File: config.mk
export PLATFORM = sky130hd
export DESIGN_NAME = mem_stream_reader
export DESIGN_NICKNAME = d
export VERILOG_FILES = /design/src/rtl/mem_stream_reader_pkg.sv /design/src/rtl/mem_stream_reader_buf.sv /design/src/rtl/mem_stream_reader.sv
export SDC_FILE = /design/constraint.sdc
export NUM_CORES = 1
export LEC_CHECK = 0
export ABC_AREA = 1
export CAP_MARGIN = 5
export CORE_MARGIN = 1.5
export CORE_UTILIZATION = 55
export CTS_CLUSTER_SIZE = 12
export DETAILED_ROUTE_END_ITERATION = 10
export HOLD_SLACK_MARGIN = 0.05
export PLACE_DENSITY = 0.81
export SLEW_MARGIN = 25
export SYNTH_ARGS = -nofsm -noshare
export SYNTH_HDL_FRONTEND = slang
export SYNTH_SLANG_ARGS = --single-unit
File: constraint.sdc
create_clock -name clkIn -period 4.6 [get_ports clkIn]
set_clock_uncertainty 0.2 [all_clocks]
set_input_delay 0.92 -clock clkIn [delete_from_list [all_inputs] [get_ports clkIn]]
set_output_delay 0.92 -clock clkIn [all_outputs]
set_load 0.05 [all_outputs]
File: src/rtl/mem_stream_reader_pkg.sv
// Shared definitions for the memory stream reader.
//   - FSM state encoding
//   - configuration legality constants and check
//   - valid/ready handshake convention
package mem_stream_reader_pkg;

    typedef enum logic [1:0] {
        IDLE  = 2'd0,
        ISSUE = 2'd1,
        DRAIN = 2'd2
    } stateE;

    localparam int MIN_MEM_LATENCY = 1;
    localparam int MAX_MEM_LATENCY = 4;
    // One slot for the word being written while another is being popped.
    localparam int BUF_HEADROOM    = 2;

    // Streams transfer when valid and ready are both at this level.
    localparam logic STREAM_ACTIVE = 1'b1;

    function automatic bit cfgLegal(input int bufDepth, input int memLatency);
        return (memLatency >= MIN_MEM_LATENCY) && (memLatency <= MAX_MEM_LATENCY) &&
               (bufDepth >= memLatency + BUF_HEADROOM) &&
               ((bufDepth & (bufDepth - 1)) == 0);
    endfunction

    function automatic logic fire(input logic valid, input logic ready);
        return (valid == STREAM_ACTIVE) && (ready == STREAM_ACTIVE);
    endfunction

endpackage

File: src/rtl/mem_stream_reader_buf.sv
// Circular return buffer for mem_stream_reader.
//   clkIn/rstIn : clock, synchronous active-low reset
//   push/pushData : write one entry at the tail
//   pop          : drop the head entry
//   headData     : entry at the head (valid when !empty)
//   empty        : no entries held
// Overflow is prevented upstream by the credit counter, so there is no full flag.
module stream_reader_buf #(
    parameter int DEPTH = 4,
    parameter int WIDTH = 32
) (
    input  logic             clkIn,
    input  logic             rstIn,
    input  logic             push,
    input  logic [WIDTH-1:0] pushData,
    input  logic             pop,
    output logic [WIDTH-1:0] headData,
    output logic             empty
);

    localparam int AW = $clog2(DEPTH);

    logic [WIDTH-1:0] mem [DEPTH];
    // Extra MSB distinguishes full from empty when the indices match.
    logic [AW:0]      wrPtr, rdPtr;

    always_ff @(posedge clkIn) begin
        if (!rstIn) begin
            wrPtr <= '0;
            rdPtr <= '0;
            for (int i = 0; i < DEPTH; i++) mem[i] <= '0;
        end else begin
            if (push) begin
                mem[wrPtr[AW-1:0]] <= pushData;
                wrPtr <= wrPtr + (AW+1)'(1);
            end
            if (pop) rdPtr <= rdPtr + (AW+1)'(1);
        end
    end

    assign empty    = (wrPtr == rdPtr);
    assign headData = mem[rdPtr[AW-1:0]];

endmodule

File: src/rtl/mem_stream_reader.sv
// DMA-style reader: takes {address, length} commands, issues reads to a
// fixed-latency synchronous RAM and pushes returned words, in order, onto a
// valid/ready stream. A credit counter (reads in flight + words buffered)
// caps outstanding reads at BUF_DEPTH so nothing is dropped under back-pressure.
// Ports:
//   clkIn, rstIn (sync, active-low)
//   cmdAddrIn/cmdLenIn/cmdValidIn/cmdReadyOut : command
//   memAddrOut/memRdEnOut/memDataIn           : RAM read port
//   wrDataOut/wrValidOut/wrReadyIn            : output stream
//   busyOut, doneOut                          : status
// Optional: define MEM_STREAM_READER_LAST_EN to add wrLastOut, high with the
// final word of each command.
module mem_stream_reader
    import mem_stream_reader_pkg::*;
#(
    parameter int DATA_WIDTH  = 32,
    parameter int ADDR_WIDTH  = 16,
    parameter int LEN_WIDTH   = 16,
    parameter int MEM_LATENCY = 1,
    parameter int BUF_DEPTH   = 4
) (
    input  logic                  clkIn,
    input  logic                  rstIn,
    input  logic [ADDR_WIDTH-1:0] cmdAddrIn,
    input  logic [LEN_WIDTH-1:0]  cmdLenIn,
    input  logic                  cmdValidIn,
    output logic                  cmdReadyOut,
    output logic [ADDR_WIDTH-1:0] memAddrOut,
    output logic                  memRdEnOut,
    input  logic [DATA_WIDTH-1:0] memDataIn,
    output logic [DATA_WIDTH-1:0] wrDataOut,
    output logic                  wrValidOut,
    input  logic                  wrReadyIn,
    output logic                  busyOut,
`ifdef MEM_STREAM_READER_LAST_EN
    output logic                  wrLastOut,
`endif
    output logic                  doneOut
);

    localparam int CW = $clog2(BUF_DEPTH) + 1;
`ifdef MEM_STREAM_READER_LAST_EN
    localparam int EW = DATA_WIDTH + 1;
`else
    localparam int EW = DATA_WIDTH;
`endif

    generate
        if (!cfgLegal(BUF_DEPTH, MEM_LATENCY)) begin : gBadCfg
            $error("mem_stream_reader: illegal BUF_DEPTH/MEM_LATENCY");
        end
    endgenerate

    stateE                 state, stateNext;
    logic [ADDR_WIDTH-1:0] addrR;
    logic [LEN_WIDTH-1:0]  remR;
    logic [CW-1:0]         creditR;
    logic [MEM_LATENCY:1]  vldPipe;
    logic                  upR;        // first edge out of reset has passed
    logic                  doneZeroR;  // zero-length command completion
    logic                  cmdFire, issue, pop, bufEmpty;
    logic [EW-1:0]         pushData, headData;

    assign cmdFire = fire(cmdValidIn, cmdReadyOut);
    assign issue   = memRdEnOut;
    assign pop     = fire(wrValidOut, wrReadyIn);

    always_ff @(posedge clkIn) begin
        if (!rstIn) state <= IDLE;
        else        state <= stateNext;
    end

    always_comb begin
        stateNext  = state;
        memRdEnOut = 1'b0;
        doneOut    = doneZeroR;
        case (state)
            IDLE: if (cmdFire && cmdLenIn != '0) stateNext = ISSUE;
            ISSUE: begin
                memRdEnOut = (remR != '0) && (creditR < CW'(BUF_DEPTH));
                if (memRdEnOut && remR == LEN_WIDTH'(1)) stateNext = DRAIN;
            end
            DRAIN: if (creditR == '0) begin
                doneOut   = 1'b1;
                stateNext = IDLE;
            end
            default: stateNext = IDLE;
        endcase
    end

    always_ff @(posedge clkIn) begin
        if (!rstIn) begin
            addrR     <= '0;
            remR      <= '0;
            creditR   <= '0;
            vldPipe   <= '0;
            upR       <= 1'b0;
            doneZeroR <= 1'b0;
        end else begin
            upR       <= 1'b1;
            doneZeroR <= cmdFire && (cmdLenIn == '0);
            if (cmdFire) begin
                addrR <= cmdAddrIn;
                remR  <= cmdLenIn;
            end else if (issue) begin
                addrR <= addrR + ADDR_WIDTH'(1);
                remR  <= remR - LEN_WIDTH'(1);
            end
            if (issue && !pop)      creditR <= creditR + CW'(1);
            else if (!issue && pop) creditR <= creditR - CW'(1);
            // vldPipe[MEM_LATENCY] lines up with memDataIn for each read.
            vldPipe[1] <= issue;
            for (int i = 2; i <= MEM_LATENCY; i++) vldPipe[i] <= vldPipe[i-1];
        end
    end

`ifdef MEM_STREAM_READER_LAST_EN
    logic [MEM_LATENCY:1] lastPipe;
    always_ff @(posedge clkIn) begin
        if (!rstIn) lastPipe <= '0;
        else begin
            lastPipe[1] <= issue && (remR == LEN_WIDTH'(1));
            for (int i = 2; i <= MEM_LATENCY; i++) lastPipe[i] <= lastPipe[i-1];
        end
    end
    assign pushData  = {lastPipe[MEM_LATENCY], memDataIn};
    assign wrLastOut = wrValidOut & headData[DATA_WIDTH];
`else
    assign pushData  = memDataIn;
`endif

    stream_reader_buf #(.DEPTH(BUF_DEPTH), .WIDTH(EW)) retBuf (
        .clkIn    (clkIn),
        .rstIn    (rstIn),
        .push     (vldPipe[MEM_LATENCY]),
        .pushData (pushData),
        .pop      (pop),
        .headData (headData),
        .empty    (bufEmpty)
    );

    assign wrDataOut   = headData[DATA_WIDTH-1:0];
    assign wrValidOut  = !bufEmpty;
    assign memAddrOut  = addrR;
    assign cmdReadyOut = upR && (state == IDLE);
    assign busyOut     = (state != IDLE);

endmodule

# Word-level counts from Yosys, hierarchy flattened

Memory sizes are Yosys's and may differ from the RTL's. A register that Yosys moved wholly into a read port is not among the register bits.
Index checks and enable logic that the tools add are counted.

Add/subtract/negate cells: 6
Order comparisons: 1
Equal/unequal tests: 7
Multiplexer cells: 23
Reduce and logical (&&, ||, !) cells: 22

Operator list:

| kind                                                 | number |
|---|---|
| 2-to-1 mux 16 bit                                    | 4 |
| 2-to-1 mux 32 bit                                    | 1 |
| nonzero test 16 bit                                  | 2 |
| OR reduction 32 bit                                  | 1 |
| adder 16 x 1 -> 16 bit, second input constant        | 1 |
| equality test 16 x 1 -> 1 bit, second input constant | 1 |
| zero test 16 bit                                     | 1 |
| subtractor 16 x 1 -> 16 bit, second input constant   | 1 |
| 2-to-1 mux 2 bit                                     | 6 |
| adder 3 x 1 -> 3 bit, second input constant          | 3 |
| logical AND 1 bit                                    | 9 |
| 2-to-1 mux 1 bit                                     | 9 |
| 2-to-1 mux 3 bit                                     | 2 |
| != test 2 bit, second input constant                 | 3 |
| one-hot mux 2 bit (3 select lines)                   | 1 |
| nonzero test 2 bit                                   | 3 |
| equality test 3 bit                                  | 1 |
| zero test 1 bit                                      | 3 |
| zero test 3 bit                                      | 1 |
| less-than comparator 3 bit, second input constant    | 1 |
| AND reduction 3 bit                                  | 1 |
| subtractor 3 x 1 -> 3 bit, second input constant     | 1 |
| equality test 2 x 1 -> 1 bit, second input constant  | 1 |
| equality test 2 bit, second input constant           | 1 |
| zero test 2 bit                                      | 1 |

Register bits after elaboration: 46
RAM bits: 128
Bits of input ports: 68
Output and inout bits: 53
Word-level logic and storage cells: 69
Memories kept: 1

Memory list:

| memory     | depth | bits a word | read ports | clocked after Yosys merged registers in | write ports | RTL line                    | text |
|---|---|---|---|---|---|---|---|
| retBuf.mem | 4     | 32          | 1          | 1                                       | 4           | mem_stream_reader_buf.sv:23 | `logic [WIDTH-1:0] mem [DEPTH];` |

# Depth between registers and ports, before layout

Gate-level depths: netlist (run 1).

Depth after elaboration: 7
Gate-level depth with buffers: 14
Gate-level depth less buffers: 14

# Cells and area by module

A second synthesis (run 1) with hierarchy kept.

Cell total of the unflattened synthesis: 971
Area, all modules: 8,633.3 µm²

Modules (own cells, without submodules):

| module            | times used | cells an instance | area an instance (µm²) | sequential area each (µm²) |
|---|---|---|---|---|
| stream_reader_buf | 1          | 600               | 6,135.9                | 4,003.8 |
| mem_stream_reader | 1          | 371               | 2,497.4                | 800.8 |

# Least setup slack after synthesis (run 1)

OpenSTA, ideal clock, no wires.

Path type: register -> register
From: reg vldPipe
To: mem retBuf.mem[3][0], enable pin
Library setup time: 0.470 ns
Data arrival time: 2.908 ns
Data required time: 3.930 ns
Slack: 1.023 ns
Cell stages (with the launch flop): 3
Buffers on the path: 0
Period minus slack after synthesis: 3.577 ns
Cell sequence: dfxtp_1 > inv_1 > o31ai_1

RTL lines:

| item            | RTL line                    | text |
|---|---|---|
| start, declared | mem_stream_reader.sv:58     | `logic [MEM_LATENCY:1] vldPipe;` |
| end, declared   | mem_stream_reader_buf.sv:23 |  |

# Worst setup path in the final report (run 1)

From: reg remR[0]
To: out memRdEnOut

Word-level cells in the longest chain between the ends: 3

Ends and longest elaborated chain:

| item                   | RTL line                 | text |
|---|---|---|
| start, declared        | mem_stream_reader.sv:56  | `logic [LEN_WIDTH-1:0] remR;` |
| start signal, assigned | mem_stream_reader.sv:104 | `remR <= cmdLenIn;` |
| start signal, assigned | mem_stream_reader.sv:107 | `remR <= remR - LEN_WIDTH'(1);` |
| nonzero test 16 bit    | mem_stream_reader.sv:80  | `memRdEnOut = (remR != '0) && (creditR < CW'(BUF_DEPTH));` |
| logical AND 1 bit      | mem_stream_reader.sv:80  |  |
| 2-to-1 mux 1 bit       | mem_stream_reader.sv:77  | `case (state)` |
| end, declared          | mem_stream_reader.sv:29  | `output logic memRdEnOut,` |

No other way between the ends.

==> results of run 1 <==
==> layer usage <==
metal / wire, um / share of wire (%)
met1: 8030 / 41
met3: 1320 / 6.8
met2: 9640 / 50
met5: 0 / 0
met4: 459 / 2.4
==> kinds of logic (layout without fill, tap and decap cells) <==
family                     after synthesis  in the layout  synth area share [%]
and+or+nand+nor                        446            446                  22.0
DFF                                    176            176                  58.2
AOI/OAI and AO/OA                      159            159                  10.5
buffers and inverters                  121            241                  6.14
xor gates and xnor gates                17             17                  1.80
adders and majority gates                8              8                  1.30
==> metrics by stage <==
stage	total power, mW	cells
floorplan	3.00	927
global placement	3.45	1200
detailed placement	3.47	1200
CTS	4.95	1231
global route	5.15	1231
finish	4.94	1231
==> sequential cells by signal, indices dropped and copies added, names as in the netlist, named ones only <==
register and count:
retBuf.mem 128, memAddrOut 16, remR 16, creditR 3
retBuf.rdPtr 3, retBuf.wrPtr 3, state 2, doneZeroR 1
upR 1, vldPipe 1
==> worst max-delay path, delay by kind of cell (launching register included) <==
| kind | cells | cell delay [ps] |
|---|---|---|
| buf+inv | 3 | 1210 |
| simple gates | 4 | 470 |
| fa+ha+maj | 1 | 210 |
| flops | 1 | 380 |
==> power breakdown <==
part | internal, mW | switching, mW
registers | 1.81 | 0.0811
clock network | 0.867 | 0.624
logic | 0.472 | 1.09
total | 3.15 | 1.79
==> final timing paths <==
check | startpoint | to | slack, ps | cells past startpoint
min | state[1]$_SDFFE_PN0P_ | state[1]$_SDFFE_PN0P_ | 290 | 2
max | remR[0]$_SDFFE_PN0P_ | memRdEnOut | 770 | 8
min reg2reg | state[1]$_SDFFE_PN0P_ | state[1]$_SDFFE_PN0P_ | 290 | 2
max reg2reg | remR[0]$_SDFFE_PN0P_ | creditR[2]$_SDFFE_PN0P_ | 1710 | 14
==> layout by cell type, fill, tap and decap left out, drive strengths merged <==
master,synthesis,final
o22ai,33,33
nor3,14,14
xnor2,7,7
dfxtp,48,48
clkbuf,31,18
inv,74,79
buf,13,45
o21bai,9,9
or2,2,2
nand3b,1,1
nor3b,1,1
ha,7,7
nand4,9,9
edfxtp,128,128
o31ai,1,1
a21oi,14,14
clkinv,3,8
clkdlybuf4s50,0,88
nor2,284,284
o21ai,100,100
xor2,10,10
nand2,99,99
nand3,35,35
fa,1,1
bufinv,0,3
and3,1,1
a31o,1,1
o211ai,1,1
==> layout make-up <==
class / instances / area (um^2)
clock inverters: 13 / 180
fillers: 1105 / 4450
inverters: 77 / 294
multi-input cells: 630 / 2960
repair buffers: 133 / 1240
well taps: 184 / 230
clock buffers: 18 / 429
flip-flops and latches: 176 / 4810
==> qor.yml, run 1 <==
finalSetupViolCount: 0
synth_common_cells: "278 x nor2_1, 128 x edfxtp_1, 96 x nand2_1"
yosysUniqueCellTypes: 37
critical_path_required_ps: 3480
slew_violations: 0
drive_gt1_share_pct: 8.69
synth_area_leaders: "edfxtp_1 47%, nor2_1 13%, dfxtp_1 12%, o21ai_0 5.8%, nand2_1 4.4%"
place_ws_ps: 1230
postSynthAreaPerCell_um2: 8.90
antennaDiodeCount: 0
grt_start_max_net_pins: 65
nets: 1111
status: "finished, final reports clean"
slowest_stage: "clkdlybuf4s50_1"
synth_top_area_share_pct: 46.6
path_max_fanout: 25
synth_nets: 1003
drc_errors: 0
post_cts_buffers: 0
overflow: 0
rsz0062_at_grt: "false"
critical_path_class: "register to output port"
arrival_ps: 2710
die_w_um: 126
clk_latency_ps: 430
top_usage_layer: "met2"
fin_hold_ws_ps: 295
synth_top_cell_by_area: "edfxtp_1"
synth_area_um2: 8250
slew_headroom_pct: 38.1
route.vias.total: 6820
cap_violations: 0
drtIter0Drc: 592
area_delta_synth_final_pct: 22.8
synth_edf_count: 128
seq_area_frac_synth_pct: 58.2
clk_pin_slew_worst_paths_ps: 70
p_leak_nw: 4.19
cp_common_cell: "inv_1"
end_kind: "output port"
cts_tree: "built"
grt_util_all_layers_pct: 25.2
drt_pass1_iterations: 5
critPathLaunchType: "register"
hold_viol: 0
dp_hpwl_um: 12300
fmax_mhz: 261
post_drt_via_cell_ratio: 5.54
async_reset_ff_share_pct: 0
finalCritPeriodShare_pct: 83.2
initial_core_util_pct: 56.6
gp_congestion: 0.909
grt_pass1_wl_um: 31100
drtAntennaViolNets: 0
hold_buffers: 0
clockBufferDepth: 2
design_area_um2: 10100
met3_usage_pct: 6.08
hp-class: "register to register"
worstMarginPinSlew_ps: 928
post-synth-top-count-cell: "nor2_1"
cts_root_buf: "clkbuf_16"
die_height_um: 126
finalWirelength_um: 19500
synth_flop_cell: "edfxtp_1"
io_pins: 121
cts_inserted_buffers: 17
grt.met1_usage_pct: 31.6
synthCells: 927
drt-wirelength-per-cell_um: 15.8
portBuffers: 120
path_cells: "inv_1, ha_1, nand2_1, nor2_1, nand2_2, nand3_4, inv_1, clkdlybuf4s50_1"
dpl_cell_area_um2: 9530
cts.sinks: 176
coreArea_um2: 14600
die-area_um2: 15800
cts_resized: 0
grt_pass1_vias: 6415
fin_util_pct: 69.5
row_count: 44
ys_warn_count: 0
power_density_nw_per_um2: 487
peakVddDrop_uv: 294
antenna_found_initial: 0
setup_ws_ps: 772
htreeDepth: 4
worst_path_largest_cell_delay_ps: 840
ys_ff_latch: 176
finalCriticalPeriod_ps: 3830
gr-usage-met2_pct: 42.4
fin_setup_tns_ps: 0
No activity file was read; power rests on OpenSTA's default activity.
==> inputs of run 2 (changes only) <==
- clock period: 4.6 -> 3.9 ns (I/O delays scaled with it)
==> qor.yml, run 2 (synthesis gave the netlist of run 1 again) <==
status: "finished, final reports clean"  # unchanged
critical_path_required_ps: 2920  # was 3480 ps
worst_path_largest_cell_delay_ps: 850  # was 840 ps
cts_resized: 0  # unchanged
critPathLaunchType: "register"  # unchanged
finalCriticalPeriod_ps: 3430
fin_setup_tns_ps: 0  # unchanged
dpl_cell_area_um2: 9570  # was 9530 um^2
arrival_ps: 2450  # was 2710 ps
route.vias.total: 6852  # was 6820
area_delta_synth_final_pct: 22.5  # was 22.8%
cts_inserted_buffers: 17  # unchanged
drt_pass1_iterations: 6  # was 5
drtIter0Drc: 709  # was 592
p_leak_nw: 4.18  # was 4.19 nW
portBuffers: 120  # unchanged
fill_cells: 1115  # was 1105
drt-wirelength-per-cell_um: 16.0  # was 15.8 um
dp_hpwl_um: 12600  # was 12300 um
rsz0062_at_grt: "false"  # unchanged
grt_util_all_layers_pct: 25.9  # was 25.2%
antenna_found_initial: 0  # unchanged
largest_reg_flops: 128  # unchanged
cp_common_cell: "inv_1"  # unchanged
power_density_nw_per_um2: 560  # was 487 nW/um^2
cap_violations: 0  # unchanged
cts.sinks: 176  # unchanged
finalCritPeriodShare_pct: 87.8
path_max_fanout: 6  # was 25
drive_gt1_share_pct: 9.29  # was 8.69%
initial_core_util_pct: 56.6  # unchanged
grt_pass1_wl_um: 32200  # was 31100 um
overflow: 0  # unchanged
die_height_um: 126  # unchanged
clk_latency_ps: 430  # about the same
cts_root_buf: "clkbuf_16"  # unchanged
end_kind: "output port"  # unchanged
power_mw: 5.67  # was 4.94 mW
fmax_mhz: 292
coreArea_um2: 14600  # unchanged
clockBufferDepth: 2  # unchanged
grt_pass1_vias: 6624  # was 6415
finalWirelength_um: 19800  # was 19500 um
largest-register: "retBuf.mem"  # unchanged
fin_util_pct: 69.3  # was 69.5%
post_drt_via_cell_ratio: 5.53  # was 5.54
nets: 1119  # was 1111
io_pins: 121  # unchanged
die_w_um: 126  # unchanged
fin_hold_ws_ps: 299  # was 295 ps
drc_errors: 0  # unchanged
gp_congestion: 0.873  # was 0.909
slew_headroom_pct: 33.7  # was 38.1%
setup_ws_ps: 475  # was 772 ps
regArea_um2: 4810  # unchanged
grt_start_max_net_pins: 65  # unchanged
slew_violations: 0  # unchanged
dpl.cell_count: 1208  # was 1200
hold_viol: 0  # unchanged
htreeDepth: 4  # unchanged
slowest_stage: "clkdlybuf4s50_1"  # unchanged
multiInputGateArea_um2: 2960  # unchanged
critPathBufInv: 3  # unchanged
final_cell_mix: "278 x nor2_1, 128 x edfxtp_1, 96 x nand2_1"  # unchanged
clk_pin_slew_worst_paths_ps: 70  # about the same
design_area_um2: 10100  # about the same
post_cts_buffers: 0  # unchanged
cts_tree: "built"  # unchanged
final_cells: 1239  # was 1231
place_ws_ps: 935  # was 1230 ps
hp-class: "register to register"  # unchanged
layout_commonest_cell: "nor2_1"  # unchanged
drtAntennaViolNets: 0  # unchanged
worstMarginPinSlew_ps: 995  # was 928 ps
path_cells: "inv_1, ha_1, nand2_1, nor2_1, nand2_2, nand3_4, inv_1, clkdlybuf4s50_1"  # unchanged
critical-path-top-delay-family: "buffers and inverters"  # unchanged
hold_buffers: 0  # unchanged
finalSetupViolCount: 0  # unchanged
peakVddDrop_uv: 323  # was 294 uV
row_count: 44  # unchanged
critical_path_class: "register to output port"  # unchanged
antennaDiodeCount: 0  # unchanged
die-area_um2: 15800  # unchanged
[run 2: changes by cell type in the layout (fill, tap and decap cells not counted)]
cell        previous run  this run
clkinv_1               2         3
clkinv_2               0         2
bufinv_16              3         1
clkinv_4               6         5
buf_4                 43        53
buf_12                 2         0
inv_6                  4         1
clkinvlp_4             0         4
inv_8                  1         0
[run 2: report_power, final]
part           switching [mW]  internal, mW
combinational            1.28         0.566
clock                   0.714         0.875
sequential             0.0969          2.14
total                    2.09          3.58
[run 2: final timing paths]
check / startpoint / endpoint / slack, ps / depth (start not counted)
hold reg to reg: state[1]$_SDFFE_PN0P_ / state[1]$_SDFFE_PN0P_ / 300 / 2
hold / removal: state[1]$_SDFFE_PN0P_ / state[1]$_SDFFE_PN0P_ / 300 / 2
setup reg to reg: remR[0]$_SDFFE_PN0P_ / creditR[2]$_SDFFE_PN0P_ / 1330 / 14
setup / recovery: remR[0]$_SDFFE_PN0P_ / memRdEnOut / 470 / 8
[run 2: layer usage]
metal	up-vias	share of wire [%]	GRT usage, %	wire length [um]
met4	0	2.0	10.2	403
met3	35	6.1	3.89	1220
met2	259	50	44.6	9920
met1	3231	42	33.1	8280
met5	-	0	0	0
li1	3327	-	-	-
[run 2: area by class of cell]
type                            instances  share of cell area, %
Tap cell                              184                   2.28
Clock buffer                           18                   4.24
Sequential cell                       176                   47.5
Inverter                               77                   2.91
Clock inverter                         13                   1.16
Timing Repair Buffer                  141                   12.6
Multi-Input combinational cell        630                   29.2
[run 2: worst reg2reg max path, stage by stage, from the launching register on]
cell     delay, ps
dfxtp_1        380
inv_1          130
ha_1           220
nand2_1         70
nor2_1          50
nand2_2         90
nand3_4         60
inv_1          180
ha_1           180
inv_1           70
fa_1           370
a21oi_1        150
o21ai_0        110
o21ai_0        160
a21oi_1         50
